### src/rtl/branch_pkg.sv
// Shared types and defaults for the branch resolution sequencer and its record queue.
package branch_pkg;

  localparam int DEFAULT_DEPTH        = 4;
  localparam int DEFAULT_FLUSH_CYCLES = 2;

  typedef enum logic {
    IDLE  = 1'b0,
    FLUSH = 1'b1
  } bp_state_t;

  typedef struct packed {
    logic [31:0] pc;
    logic        pred;
    logic [31:0] target;
  } bp_rec_t;

  // A taken branch is only correct if the predicted target also matches.
  function automatic logic is_mispredict(bp_rec_t rec, logic taken, logic [31:0] target);
    return (taken != rec.pred) || (taken && (target != rec.target));
  endfunction

  function automatic logic [31:0] correct_pc(bp_rec_t rec, logic taken, logic [31:0] target);
    return taken ? target : rec.pc + 32'd4;
  endfunction

endpackage

### src/rtl/bp_rec_fifo.sv
// Circular buffer of in-flight branch records; clear empties it in one cycle.
module bp_rec_fifo
  import branch_pkg::*;
#(
  parameter int DEPTH = DEFAULT_DEPTH
) (
  input  logic                     clk,
  input  logic                     rstn,
  input  logic                     push,
  input  bp_rec_t                  push_rec,
  input  logic                     pop,
  input  logic                     clear,
  output bp_rec_t                  head,
  output logic [$clog2(DEPTH):0]   count,
  output logic                     full,
  output logic                     empty
);

  localparam int AW = $clog2(DEPTH);

  bp_rec_t         mem [DEPTH];
  logic [AW-1:0]   wr_ptr;
  logic [AW-1:0]   rd_ptr;
  logic            push_en;
  logic            pop_en;

  assign full    = (count == (AW+1)'(DEPTH));
  assign empty   = (count == '0);
  assign push_en = push && !full && !clear;
  assign pop_en  = pop && !empty && !clear;
  assign head    = mem[rd_ptr];

  always_ff @(posedge clk) begin
    if (push_en) mem[wr_ptr] <= push_rec;
  end

  // Pointers wrap naturally because DEPTH is a power of two.
  always_ff @(posedge clk or negedge rstn) begin
    if (!rstn) begin
      wr_ptr <= '0;
      rd_ptr <= '0;
      count  <= '0;
    end else if (clear) begin
      wr_ptr <= '0;
      rd_ptr <= '0;
      count  <= '0;
    end else begin
      if (push_en) wr_ptr <= wr_ptr + AW'(1);
      if (pop_en)  rd_ptr <= rd_ptr + AW'(1);
      count <= count + {{AW{1'b0}}, push_en} - {{AW{1'b0}}, pop_en};
    end
  end

endmodule

### src/rtl/branch_resolve_ctrl.sv
// In-order branch resolution: predictor update strobe, mispredict flush/redirect, statistics.
module branch_resolve_ctrl
  import branch_pkg::*;
#(
  parameter int DEPTH        = DEFAULT_DEPTH,
  parameter int FLUSH_CYCLES = DEFAULT_FLUSH_CYCLES
) (
  input  logic        clk,
  input  logic        rstn,
  input  logic        f_valid,
  input  logic [31:0] f_pc,
  input  logic        f_pred,
  input  logic [31:0] f_target,
  output logic        f_ready,
  input  logic        r_valid,
  input  logic        r_taken,
  input  logic [31:0] r_target,
  output logic        upd_valid,
  output logic        upd_taken,
  output logic [31:0] upd_pc,
  output logic        flush,
  output logic        redirect_valid,
  output logic [31:0] redirect_pc,
  output logic [31:0] mispredict_cnt,
  output logic [31:0] branch_cnt,
  output logic        err
);

  localparam int CW = $clog2(DEPTH) + 1;
  localparam int FW = $clog2(FLUSH_CYCLES + 1);

  bp_state_t       state;
  logic [FW-1:0]   flush_left;
  bp_rec_t         head;
  bp_rec_t         new_rec;
  logic [CW-1:0]   rec_count;
  logic            fifo_full;
  logic            fifo_empty;
  logic            idle;
  logic            accept;
  logic            resolve;
  logic            empty_resolve;
  logic            mispredict;

  // Handshake: a record transfers on a cycle where f_valid && f_ready; a resolve
  // has no back-pressure and is honoured only in IDLE with a non-empty queue.
  assign idle          = (state == IDLE);
  assign f_ready       = idle && !fifo_full;
  assign accept        = f_valid && f_ready;
  assign resolve       = r_valid && idle && (rec_count != '0);
  assign empty_resolve = r_valid && idle && fifo_empty;
  assign mispredict    = resolve && is_mispredict(head, r_taken, r_target);
  assign new_rec       = '{pc: f_pc, pred: f_pred, target: f_target};

  // A push that coincides with a mispredict is wrong-path and is dropped by the clear.
  bp_rec_fifo #(.DEPTH(DEPTH)) u_fifo (
    .clk      (clk),
    .rstn     (rstn),
    .push     (accept),
    .push_rec (new_rec),
    .pop      (resolve && !mispredict),
    .clear    (mispredict),
    .head     (head),
    .count    (rec_count),
    .full     (fifo_full),
    .empty    (fifo_empty)
  );

  always_ff @(posedge clk or negedge rstn) begin
    if (!rstn) begin
      state          <= IDLE;
      flush_left     <= '0;
      upd_valid      <= 1'b0;
      upd_taken      <= 1'b0;
      upd_pc         <= '0;
      flush          <= 1'b0;
      redirect_valid <= 1'b0;
      redirect_pc    <= '0;
      mispredict_cnt <= '0;
      branch_cnt     <= '0;
      err            <= 1'b0;
    end else begin
      upd_valid      <= 1'b0;
      redirect_valid <= 1'b0;
      case (state)
        IDLE: begin
          if (empty_resolve) err <= 1'b1;
          if (resolve) begin
            upd_valid <= 1'b1;
            upd_taken <= r_taken;
            upd_pc    <= head.pc;
            if (branch_cnt != '1) branch_cnt <= branch_cnt + 32'd1;
            if (mispredict) begin
              redirect_valid <= 1'b1;
              redirect_pc    <= correct_pc(head, r_taken, r_target);
              if (mispredict_cnt != '1) mispredict_cnt <= mispredict_cnt + 32'd1;
              state      <= FLUSH;
              flush      <= 1'b1;
              flush_left <= FW'(FLUSH_CYCLES);
            end
          end
        end
        FLUSH: begin
          if (flush_left == FW'(1)) begin
            state      <= IDLE;
            flush      <= 1'b0;
            flush_left <= '0;
          end else begin
            flush_left <= flush_left - FW'(1);
          end
        end
        default: state <= IDLE;
      endcase
    end
  end

endmodule

### config.mk
export PLATFORM = sky130hd
export DESIGN_NAME = branch_resolve_ctrl
export DESIGN_NICKNAME = d
export VERILOG_FILES = /design/src/rtl/branch_pkg.sv /design/src/rtl/bp_rec_fifo.sv /design/src/rtl/branch_resolve_ctrl.sv
export SDC_FILE = /design/constraint.sdc
export NUM_CORES = 1
export LEC_CHECK = 0
export ABC_CLOCK_PERIOD_IN_PS = 5000
export CORE_AREA = 2 2 263 265
export CTS_CLUSTER_DIAMETER = 30
export CTS_CLUSTER_SIZE = 14
export DETAILED_ROUTE_END_ITERATION = 6
export DIE_AREA = 0 0 265 267
export GPL_ROUTABILITY_DRIVEN = 0
export SYNTH_ARGS = -nofsm -noshare
export SYNTH_HDL_FRONTEND = slang
export SYNTH_SLANG_ARGS = --single-unit
### constraint.sdc
create_clock -name clk -period 5 [get_ports clk]
set_input_delay 1.5 -clock clk [delete_from_list [all_inputs] [get_ports clk]]
set_output_delay 1.5 -clock clk [all_outputs]
set_load 0.03 [all_outputs]
==> run metrics, run 1 <==
outcome finished, final reports clean; Clk Latency, worst-skew pair approximately 660 ps; Die H ~270 µm; vias in the first global route ~11000; root buffer cell clkbuf_16; post-CTS setup buffers 0; Max clock buf depth 3; core box area slightly below 0.07 mm²; drt pass-1 iters 5; final setup fails 0; Avg Cell Area, Syn between 15 and 20 µm²; share of cells above drive strength 1 approximately 17%; setup_tns 0 ps; post-cts resize count 0; CTS tree yes; CTS buffer count between 90 and 100; synth warn 0; post-route clock skew between 40 and 50 ps; Clock Sink Count between 400 and 500; max-cap check violation count 0; chip width approximately 270 µm; Critical Path Source u_fifo.rd_ptr[0]; cts hold-fix bufs 0; Setup CP Type register to register; initial antenna violation count 7; Worst Tran Pin Value approximately 1000 ps; nets@finish 1537; first-pass GRT wire length 70400 µm; Post-DRT Antenna Nets 0; commonest non-fill, non-tap cell in the layout edfxtp_1; Setup crit end kind register; Final Hold Fails 0; die area 0.0708 mm²; #FFs+latches synth roughly 400; Mapped Cells ~1100; Distinct cells, synth 64; Core Rows 96; RSZ-0062 raised after global routing no; Final Max Tran Viols 0; WL per Instance between 20 and 25 µm; non-filler cells in the finished layout around 2400; Hold Crit Start upd_pc[30]; P_leak 8.81 nW; clock slew at reported path FFs about 40 ps; Hold Crit Class register to register; placed insts roughly 2200; final period utilization 82.2%; final wirelength roughly 48000 µm; H-tree depth 3; syn_nets about 1200; arrival time worst endpoint about 4600 ps; Synth async-reset ratio a little over a third; synthesis-to-layout area growth 40.2%; Port Buffers roughly 240; Mapped Area 0.0168 mm²; Tmin final 4110 ps; RR Startpoint u_fifo.rd_ptr[0]; initial DRC count 674; total track usage ~14%; EDFF count, synth 260; Worst slew margin 30.2%; largest net degree at the start of global routing about 90; Initial Util around a quarter; Seq/Total Area, Yosys roughly two thirds; Setup crit start kind register; Via density roughly 4.4; Main synth FF type edfxtp_1; fmax 0.243 GHz; Remaining DRCs 0; via count 10500; commonest cells after routing, fill and taps aside 260 x edfxtp_1, 233 x clkdlybuf4s50_1, 177 x nand2_1, 141 x dfrtp_1, 92 x clkbuf_16; Top Ports between 200 and 250; Power Dens Cells about 600 mW/mm²; GRT overflow 0; critical path peak fanout 26; Worst VDD drop approximately 0.35 mV; WP data required about 5500 ps; DP Wirelength roughly 33000 µm
-- final timing paths --
kind	slack (ps)	depth (start not counted)	to
min in group asynchronous	970	1	branch_cnt[18]
max in group asynchronous	3270	2	branch_cnt[3]
min reg2reg	470	2	upd_pc[30]
max	890	16	u_fifo.count[2]
max reg2reg	890	16	u_fifo.count[2]
min	470	2	upd_pc[30]
-- cell type report --
| cell class | instances | area, µm² |
|---|---|---|
| antenna | 2 | 5.00 |
| clock buffer | 108 | 2380 |
| clock inverter | 64 | 868 |
| fill | 6525 | 44400 |
| inverter | 17 | 66.3 |
| multi-input combinational | 651 | 5120 |
| sequential | 403 | 11400 |
| tap | 882 | 1100 |
| timing repair buffer | 260 | 2650 |
-- routing by layer --
| layer | global-route usage [%] | share of wire, % | routed length (µm) | up-vias |
|---|---|---|---|---|
| li1 | - | - | - | 4772 |
| met1 | 17.2 | 43 | 20600 | 5265 |
| met2 | 21.0 | 45 | 21700 | 379 |
| met3 | 6.14 | 9.7 | 4660 | 83 |
| met4 | 3.86 | 1.9 | 928 | 14 |
| met5 | 0 | 0.16 | 77 | - |
-- registers in the layout (all words and copies together), names as in the netlist --
signal,flops
branch_cnt,32
err,1
flush,1
flush_left,2
mispredict_cnt,32
redirect_pc,32
redirect_valid,1
state,1
u_fifo.count,3
u_fifo.mem,260
u_fifo.rd_ptr,2
u_fifo.wr_ptr,2
upd_pc,32
upd_taken,1
upd_valid,1
-- cell families after synthesis --
kind of cell             after synthesis  share of synthesized area (%)
AO/OA/AOI/OAI                         67                           2.45
flip-flops                           403                           67.7
adder cells (fa/ha/maj)               11                          0.863
multiplexers                         101                           10.8
AND/OR/NAND/NOR                      353                           10.1
XOR/XNOR                             119                           6.19
buffers and inverters                 55                           1.96
-- through the flow --
step / hold WS, ps / area, µm² / setup WS [ps] / total power [W] / utilization (%)
2_1_floorplan: 454 / 16800 / 147 / 0.00672 / -
3_3_place_gp: 453 / 20300 / 325 / 0.00819 / 29.9
3_5_place_dp: 462 / 20300 / 244 / 0.00825 / 29.9
4_1_cts: 477 / 23600 / 839 / 0.0145 / 34.7
5_1_grt: 487 / 23600 / 635 / 0.0149 / 34.7
6_report: 472 / 23600 / 888 / 0.0143 / 34.7
-- cells in the mapped netlist (6+ instances only) --
master,count,share of area (%)
buf_2,9,0.27
nand2_1,177,3.9
nand3_1,20,0.59
ha_1,10,0.74
nor2_1,48,1.1
dfrtp_1,143,21
o21ai_1,6,0.18
clkbuf_1,12,0.27
and2_1,14,0.52
edfxtp_1,260,46
nand4_1,23,0.86
xnor2_1,65,3.4
nor3_1,10,0.30
a21oi_1,12,0.36
o21ai_0,31,0.92
and4_1,12,0.62
and3_1,23,0.86
inv_1,15,0.33
mux2_2,12,0.80
mux2i_1,25,1.5
mux4_2,50,6.7
xor2_1,54,2.8
mux4_1,9,1.4
-- power breakdown --
part / internal (W) / leakage (nW) / switching [W]
logic: 0.00146 / 3.08 / 0.00213
registers: 0.00419 / 4.19 / 0.000371
clock network: 0.00412 / 1.53 / 0.00200
total: 0.00977 / 8.81 / 0.00450
-- critical path: stages, from the launching register on --
cell and delay [ps]:
dfrtp_4 750, mux4_1 730, xnor2_1 170, nand4_1 190, nor4_2 330, buf_4 180, o2111a_2 230, nor2_1 50
nor2_1 130, ha_1 250, inv_1 60, ha_1 130, inv_1 50, fa_1 360, xor2_1 180, xnor2_1 140
nor2_1 50
No activity file was read; power rests on OpenSTA's default activity.
==> inputs of run 2 (changes only) <==
- ABC_CLOCK_PERIOD_IN_PS: 5000 -> 3300
- clock period: 5 -> 3.3 ns (I/O delays scaled with it)
==> run metrics, run 2 (same netlist as run 1, synthesis figures left out) <==
chip width 265 µm (unchanged); fmax 0.262 GHz (was 0.243 GHz); dpl cell area 0.0212 mm² (was 0.0203 mm²); P_leak 10.1 nW (was 8.81 nW); DP Wirelength 35400 µm (was 33400 µm); final setup fails 310 (was 0); root buffer cell clkbuf_16 (unchanged); commonest cells after routing, fill and taps aside 260 x edfxtp_1, 233 x clkdlybuf4s50_1, 177 x nand2_1, 141 x dfrtp_1, 127 x buf_4 (was 260 x edfxtp_1, 233 x clkdlybuf4s50_1, 177 x nand2_1, 141 x dfrtp_1, 92 x clkbuf_16); synthesis-to-layout area growth 54.1% (was 40.2%); Power Total 0.0234 W (was 0.0143 W); total track usage 15.5% (was 13.6%); Clock Sink Count 403 (unchanged); Clk Latency, worst-skew pair 640 ps (was 660 ps); critical path peak fanout 6 (was 26); Initial Util 24.8% (unchanged); Finished Cell Area 0.0259 mm² (was 0.0236 mm²); initial DRC count 754 (was 674); switching power 0.00722 W (was 0.00450 W); CTS buffer count 90 (was 91); commonest non-fill, non-tap cell in the layout edfxtp_1 (unchanged); final wirelength 54900 µm (was 48000 µm); Clock power frac 40.2% (was 42.9%); Post-DRT Antenna Nets 0 (unchanged); Internal 0.0161 W (was 0.00977 W); Final Max Tran Viols 0 (unchanged); clock slew at reported path FFs 50 ps (was 40 ps); Worst VDD drop 0.556 mV (was 0.351 mV); Storage cell area 0.0114 mm² (unchanged); outcome finished, violations left (was finished, final reports clean); initial antenna violation count 7 (unchanged); Max clock buf depth 3 (unchanged); Hold Crit Class input pin to async pin (was register to register); first-pass GRT wire length 79600 µm (was 70400 µm); nets@finish 1717 (was 1537); cts hold-fix bufs 0 (unchanged); die area 0.0708 mm² (unchanged); Setup crit end kind register (unchanged); largest net degree at the start of global routing 61 (was 88); part of the power in registers 29.2% (was 32.0%); final period utilization 116% (was 82.2%); Fillers 6314 (was 6525); via count 11400 (was 10500); failing checks setup timing; Remaining DRCs 0 (unchanged); Worst slew margin 54.0% (was 30.2%); Comb power frac 30.6% (was 25.2%); GRT overflow 0 (unchanged); Top Ports 236 (unchanged); Setup crit start kind register (unchanged); H-tree depth 3 (unchanged); Net Sw Frac 30.9% (was 31.5%); Final Hold Fails 0 (unchanged); Tmin final 3810 ps (was 4110 ps); Port Buffers 235 (unchanged); Multi-input gate area 0.00526 mm² (was 0.00512 mm²); CTS tree yes (unchanged); share of cells above drive strength 1 28.0% (was 17.4%); max-cap check violation count 0 (unchanged); drt pass-1 iters 6 (was 5); post-layout util 38.1% (was 34.7%); Via density 4.43 (was 4.40); non-filler cells in the finished layout 2564 (was 2387); Worst Tran Pin Value 689 ps (was 1040 ps); setup ws final -512 ps (was 888 ps); vias in the first global route 11800 (was 10800); Top reg by flops u_fifo.mem (unchanged); WP data required 3820 ps (was 5530 ps); arrival time worst endpoint 4330 ps (was 4640 ps); max reg flops 260 (unchanged); Core Rows 96 (unchanged); placed insts 2321 (was 2213); Setup CP Type register to register (unchanged); RSZ-0062 raised after global routing yes (was no); core box area 0.0680 mm² (unchanged); Power Dens Cells 901 mW/mm² (was 605 mW/mm²); WL per Instance 21.4 µm (was 20.1 µm); Hold Slack 381 ps (was 472 ps); post-route clock skew 43.1 ps (was 49.3 ps); Die H 267 µm (unchanged)
==> run 2: cell types whose count changed in the layout (fill, tap and decap cells not counted), moves of 10 or more <==
cell and delta:
buf_12 +26, buf_16 +17, buf_4 +111, buf_6 +17
o21ai_0 -10, o21ai_1 +10
==> run 2: what timing repair did <==
item                       4_1_cts  5_1_grt
setup buffers                   49       16
pin swaps                       14       12
gates resized for setup         98       48
cloned                          28        1
setup endpoints to repair      332      330
==> run 2: area by class of cell <==
class | count | area share [%]
Inverter | 17 | 0.265
Antenna cell | 2 | 0.0193
Tap cell | 882 | 4.26
Clock buffer | 109 | 9.19
Multi-Input combinational cell | 651 | 20.3
Sequential cell | 403 | 43.9
Timing Repair Buffer | 441 | 18.7
Clock inverter | 59 | 3.32
==> run 2: through the flow <==
step / TNS [ps] / worst slack [ps]
after floorplan: -13680 / -85.4
after global placement: -166850 / -831
after detailed placement: -177530 / -828
after CTS: -110830 / -520
after global routing: -151590 / -663
final: -114510 / -512
==> run 2: final timing paths <==
| path | from | to | slack, ps | depth (start not counted) |
|---|---|---|---|---|
| max | u_fifo.rd_ptr[0] | u_fifo.count[2] | -510 | 16 |
| min | rstn | branch_cnt[22] | 380 | 1 |
| max reg2reg | u_fifo.rd_ptr[0] | u_fifo.count[2] | -510 | 16 |
| min reg2reg | upd_pc[28] | upd_pc[28] | 470 | 2 |
| max in group asynchronous | rstn | upd_pc[4] | 1990 | 2 |
| min in group clk | upd_pc[28] | upd_pc[28] | 470 | 2 |
==> run 2: routing by layer <==
metal / share of wire (%) / GRT usage (%) / routed length [µm] / vias up
li1: - / - / - / 5150
met1: 44 / 20.7 / 24200 / 5731
met2: 46 / 24.2 / 25100 / 381
met3: 8.0 / 5.07 / 4370 / 88
met4: 2.0 / 4.40 / 1090 / 12
met5: 0.13 / 0 / 71 / -
==> run 2: critical path, cell delays in order, from the launching register on <==
cell      delay (ps)
dfrtp_4          510
buf_6            140
mux4_2           580
xnor2_2          190
nand4_1          290
nor4_2           350
o2111a_2         290
nor2_2            50
nor2_2           110
ha_1             250
inv_2             70
ha_4             120
inv_2             30
fa_2             340
xor2_1           150
xnor2_1          150
nor2_1            60
==> run 2: power by group through the flow <==
stage	Combinational (W)	Sequential [W]	Clock, W
5_1_grt	0.00760	0.00692	0.00986
3_5_place_dp	0.00611	0.00690	0
4_1_cts	0.00722	0.00682	0.00956
6_report	0.00714	0.00682	0.00940
3_3_place_gp	0.00606	0.00687	0
2_1_floorplan	0.00252	0.00768	0
==> inputs of run 3 (changes only) <==
- CTS_CLUSTER_DIAMETER: 30 -> 40
==> run metrics, run 3 (same netlist as run 1, synthesis figures left out) <==
via count 11200 (was 11400); WP data required 3770 ps (was 3820 ps); drt pass-1 iters 5 (was 6); Storage cell area 0.0114 mm² (unchanged); share of cells above drive strength 1 26.8% (was 28.0%); Top Ports 236 (unchanged); initial antenna violation count 8 (was 7); RSZ-0062 raised after global routing yes (unchanged); DP Wirelength 35400 µm (unchanged); fmax 0.258 GHz (was 0.262 GHz); R2R depth 19 (was 16); synthesis-to-layout area growth 48.4% (was 54.1%); core box area 0.0680 mm² (unchanged); Finished Cell Area 0.0250 mm² (was 0.0259 mm²); Power Dens Cells 845 mW/mm² (was 901 mW/mm²); post-route clock skew 39.8 ps (was 43.1 ps); H-tree depth 3 (unchanged); largest net degree at the start of global routing 61 (unchanged); Clk Latency, worst-skew pair 600 ps (was 640 ps); arrival time worst endpoint 4350 ps (was 4330 ps); initial DRC count 749 (was 754); Post-DRT Antenna Nets 0 (unchanged); Fillers 6395 (was 6314); Largest stage delay, worst path 560 ps (was 580 ps); chip width 265 µm (unchanged); Worst VDD drop 0.561 mV (was 0.556 mV); commonest non-fill, non-tap cell in the layout edfxtp_1 (unchanged); vias in the first global route 11500 (was 11800); CTS buffer count 69 (was 90); Tmin final 3880 ps (was 3810 ps); Setup crit end kind register (unchanged); non-filler cells in the finished layout 2521 (was 2564); critical path, cell by cell buf_6 > buf_4 > buf_4 > mux4_2 > xor2_1 > nor2_1 > buf_4 > o2111a_1 > o2111a_2 > nor2_2 > nor2_2 > ha_1 > inv_2 > ha_4 > inv_2 > fa_2 > xor2_1 > xnor2_1 > nor2_1 (was buf_6 > mux4_2 > xnor2_2 > nand4_1 > nor4_2 > o2111a_2 > nor2_2 > nor2_2 > ha_1 > inv_2 > ha_4 > inv_2 > fa_2 > xor2_1 > xnor2_1 > nor2_1); setup slack, reg-to-reg -580 ps (was -510 ps); Setup CP Type register to register (unchanged); final setup fails 316 (was 310); die area 0.0708 mm² (unchanged); Worst Tran Pin Value 678 ps (was 689 ps); post-layout util 36.7% (was 38.1%); total track usage 15.4% (was 15.5%); failing checks setup timing (unchanged); CTS tree yes (unchanged); dpl cell area 0.0212 mm² (unchanged); Initial Util 24.8% (unchanged); max-cap check violation count 0 (unchanged); Worst path slowest cell dfrtp_4 (was mux4_2); root buffer cell clkbuf_16 (unchanged); GRT overflow 0 (unchanged); Top reg by flops u_fifo.mem (unchanged); Clock Sink Count 403 (unchanged); Hold Crit Class input pin to async pin (unchanged); outcome finished, violations left (unchanged); Setup crit start kind register (unchanged); Port Buffers 235 (unchanged); Multi-input gate area 0.00525 mm² (was 0.00526 mm²); Die H 267 µm (unchanged); placed insts 2321 (unchanged); critical path peak fanout 8 (was 6); Final Hold Fails 0 (unchanged); Top cell by count, worst path buf_4; Via density 4.45 (was 4.43); RR Startpoint u_fifo.rd_ptr[0] (unchanged); P_leak 9.62 nW (was 10.1 nW); Worst slew margin 54.8% (was 54.0%); Max clock buf depth 3 (unchanged); Remaining DRCs 0 (unchanged); WL per Instance 21.6 µm (was 21.4 µm); commonest cells after routing, fill and taps aside 260 x edfxtp_1, 233 x clkdlybuf4s50_1, 177 x nand2_1, 141 x dfrtp_1, 128 x buf_4 (was 260 x edfxtp_1, 233 x clkdlybuf4s50_1, 177 x nand2_1, 141 x dfrtp_1, 127 x buf_4); setup ws final -575 ps (was -512 ps); Final Max Tran Viols 0 (unchanged); worst flop-to-flop path endpoint u_fifo.count[2] (unchanged); Core Rows 96 (unchanged); clock slew at reported path FFs 50 ps (about the same); first-pass GRT wire length 78300 µm (was 79600 µm); final period utilization 117% (was 116%); nets@finish 1690 (was 1717); final wirelength 54400 µm (was 54900 µm); pre-CTS WS -828 ps (unchanged); max reg flops 260 (unchanged)
## run 3: cell types whose count changed in the layout (fill, tap and decap cells not counted), sizes merged
cell / delta
buf: -7
clkbuf: -35
diode: +4
clkinvlp: -3
clkinv: -5
bufinv: -10
bufbuf: +1
inv: +12
## run 3: critical path: cells and delay by family (launching register included)
family          cells  cell delay, ps
buf+inv             6             710
fa+ha+maj           3             700
flops               1             560
simple gates        4             470
xor+xnor            3             460
mux                 1             430
compound gates      2             400
## run 3: final cells by class
type                            instances  share of cell area [%]
Clock buffer                           74                    7.15
Inverter                               17                   0.275
Clock inverter                         53                    2.26
Timing Repair Buffer                  435                    19.2
Sequential cell                       403                    45.6
Tap cell                              882                    4.42
Antenna cell                            6                  0.0601
Multi-Input combinational cell        651                    21.0
## run 3: what timing repair did
action,4_1_cts,5_1_grt
gates resized for setup,94,31
buffers inserted,46,9
pin swaps,14,15
gates cloned,28,1
hold buffers,0,0
endpoints found under the setup margin,332,331
hold endpoints to repair,0,0
## run 3: stage by stage
step	hold WS, ps	power, W	setup TNS [ps]
global route	453	0.0220	-148600
finish	421	0.0211	-134370
floorplan	454	0.0102	-13680
global placement	464	0.0129	-166850
CTS	419	0.0213	-114470
detailed placement	462	0.0130	-177530
## run 3: how the worst max path moves through the flow
stage / startpoint / endpoint / slack [ps] / cells past startpoint
after global placement: r_target[1] / u_fifo.count[2] / -830 / 16
after CTS: u_fifo.rd_ptr[0] / u_fifo.count[2] / -530 / 16
after global routing: u_fifo.rd_ptr[0] / u_fifo.count[2] / -650 / 16
after detailed placement: r_target[1] / u_fifo.count[2] / -830 / 16
final: u_fifo.rd_ptr[0] / u_fifo.count[2] / -580 / 19
after floorplan: u_fifo.rd_ptr[0] / u_fifo.count[2] / -90 / 17
## run 3: per-layer routing
layer	track usage [%]	part of all wire (%)
met4	3.71	1.9
met2	24.1	46
met3	5.50	8.9
met1	20.4	44
met5	0	0.090
## run 3: report_power, final
group | internal, W | switching (W) | leakage (nW) | total, W
logic | 0.00333 | 0.00378 | 4.29 | 0.00711
clock network | 0.00450 | 0.00269 | 1.14 | 0.00719
registers | 0.00633 | 0.000480 | 4.19 | 0.00681
total | 0.0142 | 0.00694 | 9.62 | 0.0211
